**config.mk**
```make
export PLATFORM = sky130hd
export DESIGN_NAME = ysyx_2022040010_wb_commit
export DESIGN_NICKNAME = d
export VERILOG_FILES = /design/src/rtl/ysyx_2022040010_wb_commit.sv
export SDC_FILE = /design/constraint.sdc
export NUM_CORES = 1
export LEC_CHECK = 0
export BUFFER_PORTS_ARGS = -buffer_cell sky130_fd_sc_hd__buf_2
export CORE_ASPECT_RATIO = 0.7
export CORE_MARGIN = 5
export CORE_UTILIZATION = 56
export CTS_CLUSTER_SIZE = 24
export DETAILED_ROUTE_END_ITERATION = 10
export PLACE_DENSITY_LB_ADDON = 0.08
export SLEW_MARGIN = 25
export SYNTH_ARGS = -nofsm -noshare
export SYNTH_HDL_FRONTEND = slang
export SYNTH_SLANG_ARGS = --single-unit
```
**constraint.sdc**
```tcl
create_clock -name clk -period 9 [get_ports clk]
set_clock_uncertainty 0.05 [all_clocks]
set_input_delay 0.9 -clock clk [delete_from_list [all_inputs] [get_ports clk]]
set_output_delay 0.9 -clock clk [all_outputs]
set_load 0.01 [all_outputs]
```
**src/rtl/ysyx_2022040010_wb_commit.sv**
```systemverilog
// Writeback/commit stage: registered register-file write port, a circular commit
// queue feeding the difftest harness, and a RUN/HALT machine for ebreak/ecall.
module ysyx_2022040010_wb_commit #(
   parameter int XLEN  = 64,
   parameter int ILEN  = 32,
   parameter int DEPTH = 4
) (
   input  logic            clk,
   input  logic            rst,
   input  logic            in_valid,
   output logic            in_ready,
   input  logic [XLEN-1:0] in_pc,
   input  logic [XLEN-1:0] in_npc,
   input  logic [ILEN-1:0] in_inst,
   input  logic            in_rf_we,
   input  logic [4:0]      in_rf_waddr,
   input  logic [XLEN-1:0] in_rf_wdata,
   input  logic            in_sp_e,
   input  logic [1:0]      in_sp_bus,
   output logic            rf_we,
   output logic [4:0]      rf_waddr,
   output logic [XLEN-1:0] rf_wdata,
   output logic            dbg_valid,
   input  logic            dbg_ready,
   output logic [XLEN-1:0] dbg_pc,
   output logic [XLEN-1:0] dbg_npc,
   output logic [ILEN-1:0] dbg_inst,
   output logic            dbg_we,
   output logic [4:0]      dbg_waddr,
   output logic [XLEN-1:0] dbg_wdata,
   output logic            halted,
   output logic            ecall_req,
   output logic [63:0]     retire_cnt
);

   localparam int PTR_W = $clog2(DEPTH);
   localparam int CNT_W = PTR_W + 1;

   typedef enum logic {S_RUN = 1'b0, S_HALT = 1'b1} state_t;

   // Handshake: an instruction is accepted on a rising edge where in_valid and
   // in_ready are both high; in_ready depends only on rst, state and fill level.
   // The harness pops the head on an edge where dbg_valid and dbg_ready are high.

   state_t               r_state;
   state_t               w_state_nxt;
   logic                 w_run;
   logic                 w_full;
   logic                 w_accept;
   logic                 w_pop;
   logic                 w_we;
   logic                 w_ebreak;
   logic                 w_ecall;

   logic [PTR_W-1:0]     r_wptr;
   logic [PTR_W-1:0]     r_rptr;
   logic [CNT_W-1:0]     r_count;
   logic                 r_rf_we;
   logic [4:0]           r_rf_waddr;
   logic [XLEN-1:0]      r_rf_wdata;
   logic                 r_ecall_req;
   logic [63:0]          r_retire_cnt;

   logic [XLEN-1:0]      r_q_pc    [DEPTH];
   logic [XLEN-1:0]      r_q_npc   [DEPTH];
   logic [ILEN-1:0]      r_q_inst  [DEPTH];
   logic                 r_q_we    [DEPTH];
   logic [4:0]           r_q_waddr [DEPTH];
   logic [XLEN-1:0]      r_q_wdata [DEPTH];

   // Full blocks acceptance even when a pop happens in the same cycle.
   assign w_full   = (r_count == CNT_W'(DEPTH));
   assign in_ready = rst & w_run & ~w_full;
   assign w_accept = in_valid & in_ready;
   assign w_pop    = dbg_valid & dbg_ready;
   assign w_we     = in_rf_we & (in_rf_waddr != 5'd0);
   assign w_ebreak = in_sp_e & in_sp_bus[0];
   assign w_ecall  = in_sp_e & in_sp_bus[1] & ~in_sp_bus[0];

   always_ff @(posedge clk) begin
      if (!rst) r_state <= S_RUN;
      else      r_state <= w_state_nxt;
   end

   always_comb begin
      w_state_nxt = r_state;
      case (r_state)
         S_RUN:   if (w_accept && w_ebreak) w_state_nxt = S_HALT;
         S_HALT:  w_state_nxt = S_HALT;
         default: w_state_nxt = S_RUN;
      endcase
   end

   always_comb begin
      w_run  = (r_state == S_RUN);
      halted = (r_state == S_HALT);
   end

   always_ff @(posedge clk) begin
      if (!rst) begin
         r_rf_we      <= 1'b0;
         r_rf_waddr   <= 5'd0;
         r_rf_wdata   <= '0;
         r_ecall_req  <= 1'b0;
         r_retire_cnt <= 64'd0;
      end else begin
         r_rf_we     <= w_accept & w_we;
         r_ecall_req <= w_accept & w_ecall;
         if (w_accept) begin
            r_rf_waddr   <= in_rf_waddr;
            r_rf_wdata   <= in_rf_wdata;
            r_retire_cnt <= r_retire_cnt + 64'd1;
         end
      end
   end

   always_ff @(posedge clk) begin
      if (!rst) begin
         r_wptr  <= '0;
         r_rptr  <= '0;
         r_count <= '0;
      end else begin
         if (w_accept) r_wptr <= r_wptr + PTR_W'(1);
         if (w_pop)    r_rptr <= r_rptr + PTR_W'(1);
         if (w_accept && !w_pop)      r_count <= r_count + CNT_W'(1);
         else if (!w_accept && w_pop) r_count <= r_count - CNT_W'(1);
      end
   end

   // Storage needs no reset: entries are only observed while dbg_valid is high.
   always_ff @(posedge clk) begin
      if (w_accept) begin
         r_q_pc[r_wptr]    <= in_pc;
         r_q_npc[r_wptr]   <= in_npc;
         r_q_inst[r_wptr]  <= in_inst;
         r_q_we[r_wptr]    <= w_we;
         r_q_waddr[r_wptr] <= in_rf_waddr;
         r_q_wdata[r_wptr] <= in_rf_wdata;
      end
   end

   assign dbg_valid  = (r_count != '0);
   assign dbg_pc     = r_q_pc[r_rptr];
   assign dbg_npc    = r_q_npc[r_rptr];
   assign dbg_inst   = r_q_inst[r_rptr];
   assign dbg_we     = r_q_we[r_rptr];
   assign dbg_waddr  = r_q_waddr[r_rptr];
   assign dbg_wdata  = r_q_wdata[r_rptr];

   assign rf_we      = r_rf_we;
   assign rf_waddr   = r_rf_waddr;
   assign rf_wdata   = r_rf_wdata;
   assign ecall_req  = r_ecall_req;
   assign retire_cnt = r_retire_cnt;

endmodule

```
# Yosys cells after proc, flatten, opt, wreduce, memory -nomap -nowiden
# Memories as Yosys holds them, arrays and structs flattened. A register that Yosys moved wholly into a read port is not among the register bits.
# Index checks and enable logic that the tools add are counted.
classes:
  add_sub_neg: 5
  n_eq_ne: 1
  muxes: 18
  n_bitwise: 13
  n_reduce_logical: 8
ops:
  columns: ["cell", "count"]
  rows:
  - ["adder 64 x 1 -> 64 bit, second input constant", 1]
  - ["two-way mux 2 bit", 12]
  - ["AND 1 bit", 10]
  - ["two-way mux 3 bit", 2]
  - ["nonzero test 5 bit", 1]
  - ["adder 2 x 1 -> 2 bit, second input constant", 2]
  - ["adder 3 x 1 -> 3 bit, second input constant", 1]
  - ["== test 3 bit, second input constant", 1]
  - ["logical AND 1 bit", 3]
  - ["two-way mux 1 bit", 3]
  - ["inverter 1 bit", 3]
  - ["nonzero test 3 bit", 1]
  - ["subtractor 3 x 1 -> 3 bit, second input constant", 1]
  - ["logical NOT 1 bit", 2]
  - ["one-hot mux 1 bit (2 select lines)", 1]
  - ["nonzero test 2 bit", 1]
totals:
  reg_bits: 143
  ramBits: 920
  inputBits: 237
  out_inout_bits: 368
  wordCells: 60
  mem_count: 6
mem_list:
  columns: ["memory", "depth", "word_bits", "rd", "rd_clocked_by_memory_dff", "write_ports", "line", "text"]
  rows:
  - ["r_q_npc", 4, 64, 1, 1, 1, "65", "logic [XLEN-1:0] r_q_npc [DEPTH];"]
  - ["r_q_pc", 4, 64, 1, 1, 1, "64", "logic [XLEN-1:0] r_q_pc [DEPTH];"]
  - ["r_q_wdata", 4, 64, 1, 1, 1, "69", "logic [XLEN-1:0] r_q_wdata [DEPTH];"]
  - ["r_q_inst", 4, 32, 1, 1, 1, "66", "logic [ILEN-1:0] r_q_inst [DEPTH];"]
  - ["r_q_waddr", 4, 5, 1, 1, 1, "68", "logic [4:0] r_q_waddr [DEPTH];"]
  - ["r_q_we", 4, 1, 1, 1, 1, "67", "logic r_q_we [DEPTH];"]

# Longest topological paths before layout
# Gate-level depths: netlist of run 1.
depth:
  depth_word: 8
  depth_mapped: 11
  depth_no_buf: 9

# Worst setup path before layout of run 1
# Ideal clock, no wire load.
synth_path:
  kind: "input to register"
  startpoint: "in in_valid"
  endpoint: "mem r_q_inst[1][0] (enable)"
  setup_ns: 0.619
  t_arrival_ns: 7.124
  required_ns: 8.331
  slack_ns: 1.206
  cell_stages: 6
  path_cell_list: "nand3b_2 -> or2_2 -> clkbuf_1 -> inv_2 -> clkbuf_1 -> and2_1"
synth_between:
  elab_chain_cells: 3
synth_lines:
  columns: ["element", "line", "text"]
  rows:
  - ["start, declared", "10", "input logic in_valid,"]
  - ["AND 1 bit", "74", "assign w_accept = in_valid & in_ready;"]
  - ["net w_accept", "49", "logic w_accept;"]
  - ["two-way mux 1 bit", "132", "if (w_accept) begin"]
  - ["two-way mux 1 bit (implied by the code)", "135", "r_q_inst[r_wptr] <= in_inst;"]
  - ["end, declared", "66", null]
# The timed path passes the listed nets, and every way through them passes these cells.

# Worst setup path in the final report of run 1
layout_path:
  startpoint: "in rst"
  endpoint: "mem r_q_pc[3][45] (enable)"
layout_between:
  elab_chain_cells: 5
layout_lines:
  columns: ["element", "line", "text"]
  rows:
  - ["start, declared", "9", "input logic rst,"]
  - ["AND 1 bit (2 in a row)", "73", "assign in_ready = rst & w_run & ~w_full;"]
  - ["AND 1 bit", "74", null]
  - ["two-way mux 1 bit", "132", null]
  - ["two-way mux 1 bit (implied by the code)", "133", "r_q_pc[r_wptr] <= in_pc;"]
  - ["end, declared", "64", null]
# No other way between the ends.

==> results of run 1 <==
-- sequential cells by signal, summed over array words and instances, names as in the netlist, 3 cells and up, named ones only --
signal	cells
r_count	3
r_q_we	4
r_q_waddr	20
rf_wdata	64
r_q_inst	128
r_q_pc	256
r_q_npc	256
retire_cnt	64
rf_waddr	5
r_q_wdata	256
-- power breakdown --
group / internal [µW] / switching, µW / total, µW
Combinational: 1150 / 1310 / 2460
Sequential: 5610 / 129 / 5730
Clock: 2370 / 1740 / 4120
Total: 9130 / 3180 / 12300
-- worst max-delay path: cells and delay by family --
family	cells	cell delay [ns]
buffers and inverters	5	2.71
AND/OR/NAND/NOR	3	1.38
-- layout by cell type (no fill, tap or decap), drive strengths merged, types with 2 or more instances in the layout --
cell type	count
nor2	43
o21ai	19
o21a	3
edfxtp	920
or2	2
inv	18
nand3	25
buf	624
mux2i	3
ha	6
and2	9
clkinvlp	4
nor4	9
o31ai	12
or4	14
diode	12
xnor2	10
a21oi	101
bufinv	12
or3	19
clkinv	36
dfxtp	145
o41ai	2
and4	3
o311ai	2
nand2b	2
nand4	25
mux4	230
or2b	2
and3	5
clkbuf	125
xor2	23
nand2	171
nor3	6
-- metrics by stage --
stage	worst slack (ns)	util, %	cells	cell area (µm²)	power, µW
2_1_floorplan	1.21	-	1922	39100	7360
3_3_place_gp	3.34	62.0	3369	43100	8330
3_5_place_dp	3.27	62.0	3369	43100	8350
4_1_cts	3.95	66.6	3549	46300	12500
5_1_grt	3.77	66.7	3561	46400	12800
6_report	4.03	66.7	3564	46400	12300
-- per-layer routing --
layer	global-route usage [%]	vias up
li1	-	9050
met1	31.6	10500
met2	38.8	693
met3	5.10	136
met4	7.02	12
met5	0	-
-- layout make-up --
class / instances / area (µm²) / area share, %
Tap cell: 913 / 1140 / 2.46
Multi-Input combinational cell: 755 / 8130 / 17.5
Sequential cell: 1065 / 30500 / 65.8
Antenna cell: 12 / 30.0 / 0.0647
Clock inverter: 55 / 622 / 1.34
Inverter: 15 / 58.8 / 0.127
Timing Repair Buffer: 624 / 3300 / 7.11
Clock buffer: 125 / 2570 / 5.55
-- kinds of logic after synthesis --
logic type | synth area share (%)
fa+ha+maj | 0.243
flops | 78.2
simple gates | 4.54
compound gates | 1.94
xor+xnor | 0.740
buf+inv | 1.03
mux | 13.3
-- how the worst max path moves through the flow --
| stage | depth (start not counted) | end | slack [ns] |
|---|---|---|---|
| 3_3_place_gp | 8 | r_q_pc[3][47]$_DFFE_PP_ | 3.34 |
| 6_report | 8 | r_q_pc[3][45]$_DFFE_PP_ | 4.03 |
| 4_1_cts | 8 | r_q_pc[0][48]$_DFFE_PP_ | 3.95 |
| 2_1_floorplan | 6 | r_q_inst[1][0]$_DFFE_PP_ | 1.21 |
| 3_5_place_dp | 8 | r_q_pc[0][47]$_DFFE_PP_ | 3.27 |
| 5_1_grt | 8 | r_q_pc[1][45]$_DFFE_PP_ | 3.77 |
==> metrics.cfg, run 1 <==
[run_status]
outcome = finished clean

[critical_path]
max_stage_delay_ns = 0.90
crit_arrival_ns = 5.18
r2r-start = halted$_SDFF_PN0_
reg2reg_depth = 7
r2r_setup_slack_ns = 4.16
crit_path_start_kind = input port
crit_fanout = 72
cp_data_required_time_ns = 9.21
cp-startpoint = rst
slowest_stage = and2_4
rr_endpoint = r_q_pc[3][45]$_DFFE_PP_
path_class = in2reg
path_common_cell = buf_4
crit_chain = buf_2 > nand3b_2 > or2_2 > buf_4 > inv_2 > buf_4 > and2_4 > buf_4
setup.worst_path.end_class = flop

[logic_synthesis]
ys.flop_type = edfxtp_1
synth.most_common_cell = edfxtp_1
synthCells = 1922
synth_edf_count = 920
yosysSeqAreaShare_pct = 78.2
ys_async_sr_fraction_pct = 0
synth_area_leaders = edfxtp_1, mux4_2, dfxtp_1
synth-seq-cells = 1065
yosys_warnings = 0
synth_common_cells = edfxtp_1, mux4_2, nand2_1, dfxtp_1, a21oi_1
ys_types = 48
avgSynthCellArea_um2 = 20.3
synth_top_cell_by_area = edfxtp_1
syn_nets = 2166
syn_area_um2 = 39100
yosysTopAreaCellShare_pct = 70.7

[run]
drv_cap = 0

[placed_design]
gp_congestion = 0.841
dp_hpwl_mm = 55.4
io_buffers = 604

[power_and_ir_drop]
p_per_area_nw_per_um2 = 265
peakVddDrop_v = 0.000238
p_leak_uw = 0.0158

[finish]
final_layout_size_suffix_gt1_share_pct = 38.8
area_growth_pct = 18.8
finalNetCount = 2801
fillers = 4703

[sta]
hold_slack_ns = 0.401
period_share_pct = 55.2
max_slew_margin_pct = 31.2
clock.fmax_ghz = 0.201
rsz0062_at_grt = no
hold_viol = 0
tns_ns = 0
maxSlewViolCount = 0
tightest_slew_ns = 1.03
period_minus_slack_ns = 4.97
finalSetupViolCount = 0

[global_routing]
grt_pass1_wl_mm = 132
grt_max_degree = 132
first_global_vias = 20900
grt_antenna_before_repair = 20
grt-ovfl-total = 0
grt_util_all_layers_pct = 23.3

[clock_tree]
path_clk_slew_ns = 0.06
clk_latency_ns = 0.65
holdBufCountCts = 0
post_cts_buffers = 0
cts_buffer_depth = 3
numCtsBuffers = 96
cts-root-buf = clkbuf_16
cts_tree = done
ctsHtreeMaxLevel = 3
ctsResizeCount = 0
cts_sinks = 1065

[die]
die_y_um = 231
die-area_um2 = 75200
dieWidth_um = 326
row_count = 81
initial_core_util_pct = 56.2
core-area_um2 = 69500
pin_count = 605

[routing]
vias_per_cell = 5.73
met1_length_mm = 34.9
drt-total-wl_mm = 88.0
wl_per_cell_um = 24.7
vias = 20400
wl_met2_mm = 45.0
drc = 0
dr_wl_met3_mm = 5.94
dr.first_iter.drc_count = 1410
top_layer_used = met5
ant_nets = 0
dr.pass1.iters = 5

[worst_hold_path]
hold_class = reg2reg
hold_start = rf_wdata[57]$_SDFFE_PN0P_
min_to = rf_wdata[57]$_SDFFE_PN0P_
min_path_cells = 2

Note: power is estimated with default switching activity, not from simulation.
==> run 2, diff against run 1 <==
Settings changed: CORE_UTILIZATION 56 to 51.
Clock period 9 ns to 4.1 ns, I/O delays scaled along.
==> metrics.cfg, run 2 (synthesized netlist as in run 1, its figures left out) <==
[sta]
finalWorstSetupSlack_ns = 0.926
hold_viol = 0
rsz0062_at_grt = no
max_slew_margin_pct = 41.7
tightest_slew_ns = 0.874
maxSlewViolCount = 0
finalSetupViolCount = 0
clock.fmax_ghz = 0.315
period_share_pct = 77.4
period_minus_slack_ns = 3.17
hold_slack_ns = 0.0461

[run_status]
outcome = finished clean

[placed_design]
gp_congestion = 0.812
post-place-ws_ns = 0.946
place_area_um2 = 43700
io_buffers = 604
dp_hpwl_mm = 59.3
dp.cells = 3479

[global_routing]
grt_max_degree = 119
grt-ovfl-total = 0
first_global_vias = 22100
grt_antenna_before_repair = 9
grt_pass1_wl_mm = 139
grt_util_all_layers_pct = 22.0

[die]
initial_core_util_pct = 51.8
pin_count = 605
die-area_um2 = 82300
row_count = 84
dieWidth_um = 341
core-area_um2 = 75500
die_y_um = 242

[critical_path]
cp_data_required_time_ns = 3.64
setup.worst_path.end_class = primary output
path_class = reg2out
max_stage_delay_ns = 0.81
crit_fanout = 49
slowest_stage = dfxtp_4
crit_chain = buf_12 > mux4_2 > buf_2
crit_path_start_kind = flop
crit_arrival_ns = 2.71

[power_and_ir_drop]
power_frac_comb_pct = 21.4
p_sw_uw = 7020
p_leak_uw = 0.0169
switching_share_pct = 26.2
p_per_area_nw_per_um2 = 548
p_seq_share_pct = 46.7
peakVddDrop_v = 0.000325
p_int_uw = 19800
pwr-share-clk_pct = 31.9

[finish]
stdcell_area_um2 = 49000
final_layout_size_suffix_gt1_share_pct = 36.2
area_growth_pct = 25.4
layout_commonest_cell = edfxtp_1
most-common-layout-cells = edfxtp_1, buf_2, mux4_2
layoutNonFillerInstCount = 3893
finalNetCount = 3062
largestRegisters = r_q_npc: 256 flops, r_q_pc: 256 flops, r_q_wdata: 256 flops
fillers = 5208
post-route-util_pct = 64.9

[routing]
dr.first_iter.drc_count = 1371
drc = 0
vias = 21400
wl_per_cell_um = 23.5
vias_per_cell = 5.49
drt-total-wl_mm = 91.3
dr.pass1.iters = 6
ant_nets = 0

[clock_tree]
numCtsBuffers = 97
ctsHtreeMaxLevel = 3
cts_tree = done
cts_buffer_depth = 3
post_cts_buffers = 0
clk_latency_ns = 0.64
ctsResizeCount = 0
path_clk_slew_ns = 0.07
cts-root-buf = clkbuf_16
cts_sinks = 1065
holdBufCountCts = 229

[run]
drv_cap = 0

[worst_hold_path]
hold_class = in2reg

run 2: power by group through the flow:
stage          Combinational, µW  Clock [µW]  Sequential [µW]
2_1_floorplan               3400           0            12700
3_3_place_gp                5690           0            12700
3_5_place_dp                5710           0            12800
4_1_cts                     5920        8750            12500
5_1_grt                     6180        9250            12600
6_report                    5760        8560            12500
run 2: layout make-up:
cell class | instances | area [µm²] | area share (%)
sequential | 1065 | 30500 | 62.4
antenna | 8 | 20.0 | 0.0409
clock inverter | 60 | 440 | 0.899
timing repair buffer | 884 | 6000 | 12.2
inverter | 15 | 58.8 | 0.120
multi-input combinational | 755 | 8130 | 16.6
clock buffer | 117 | 2540 | 5.19
tap | 989 | 1240 | 2.53
run 2: per-stage QoR:
step	total power, µW	setup TNS, ns
finish	26800	0
global route	28000	0
CTS	27200	0
floorplan	16100	-652.51
detailed placement	18500	0
global placement	18400	0
run 2: final timing paths:
| check | startpoint | end | slack, ns | depth (start not counted) |
|---|---|---|---|---|
| worst min-delay path | in_rf_waddr[4] | r_q_waddr[1][4]$_DFFE_PP_ | 0.05 | 1 |
| worst max-delay path | flop | dbg_pc[34] | 0.93 | 3 |
| worst min register to register | rf_wdata[31]$_SDFFE_PN0P_ | rf_wdata[31]$_SDFFE_PN0P_ | 0.40 | 2 |
| worst max register to register | retire_cnt[9]$_SDFFE_PN0P_ | retire_cnt[55]$_SDFFE_PN0P_ | 1.28 | 6 |
run 2: metal layers:
layer  share of wire [%]  GRT usage (%)
met1                  41           29.9
met4                 2.3           5.36
met5               0.060              0
met3                 6.0           4.78
met2                  51           36.7
run 2: critical path: cells and delay by family, from the launching register on:
kind / cells / cell delay, ns
buffers and inverters: 2 / 0.61
DFF: 1 / 0.81
muxes: 1 / 0.61
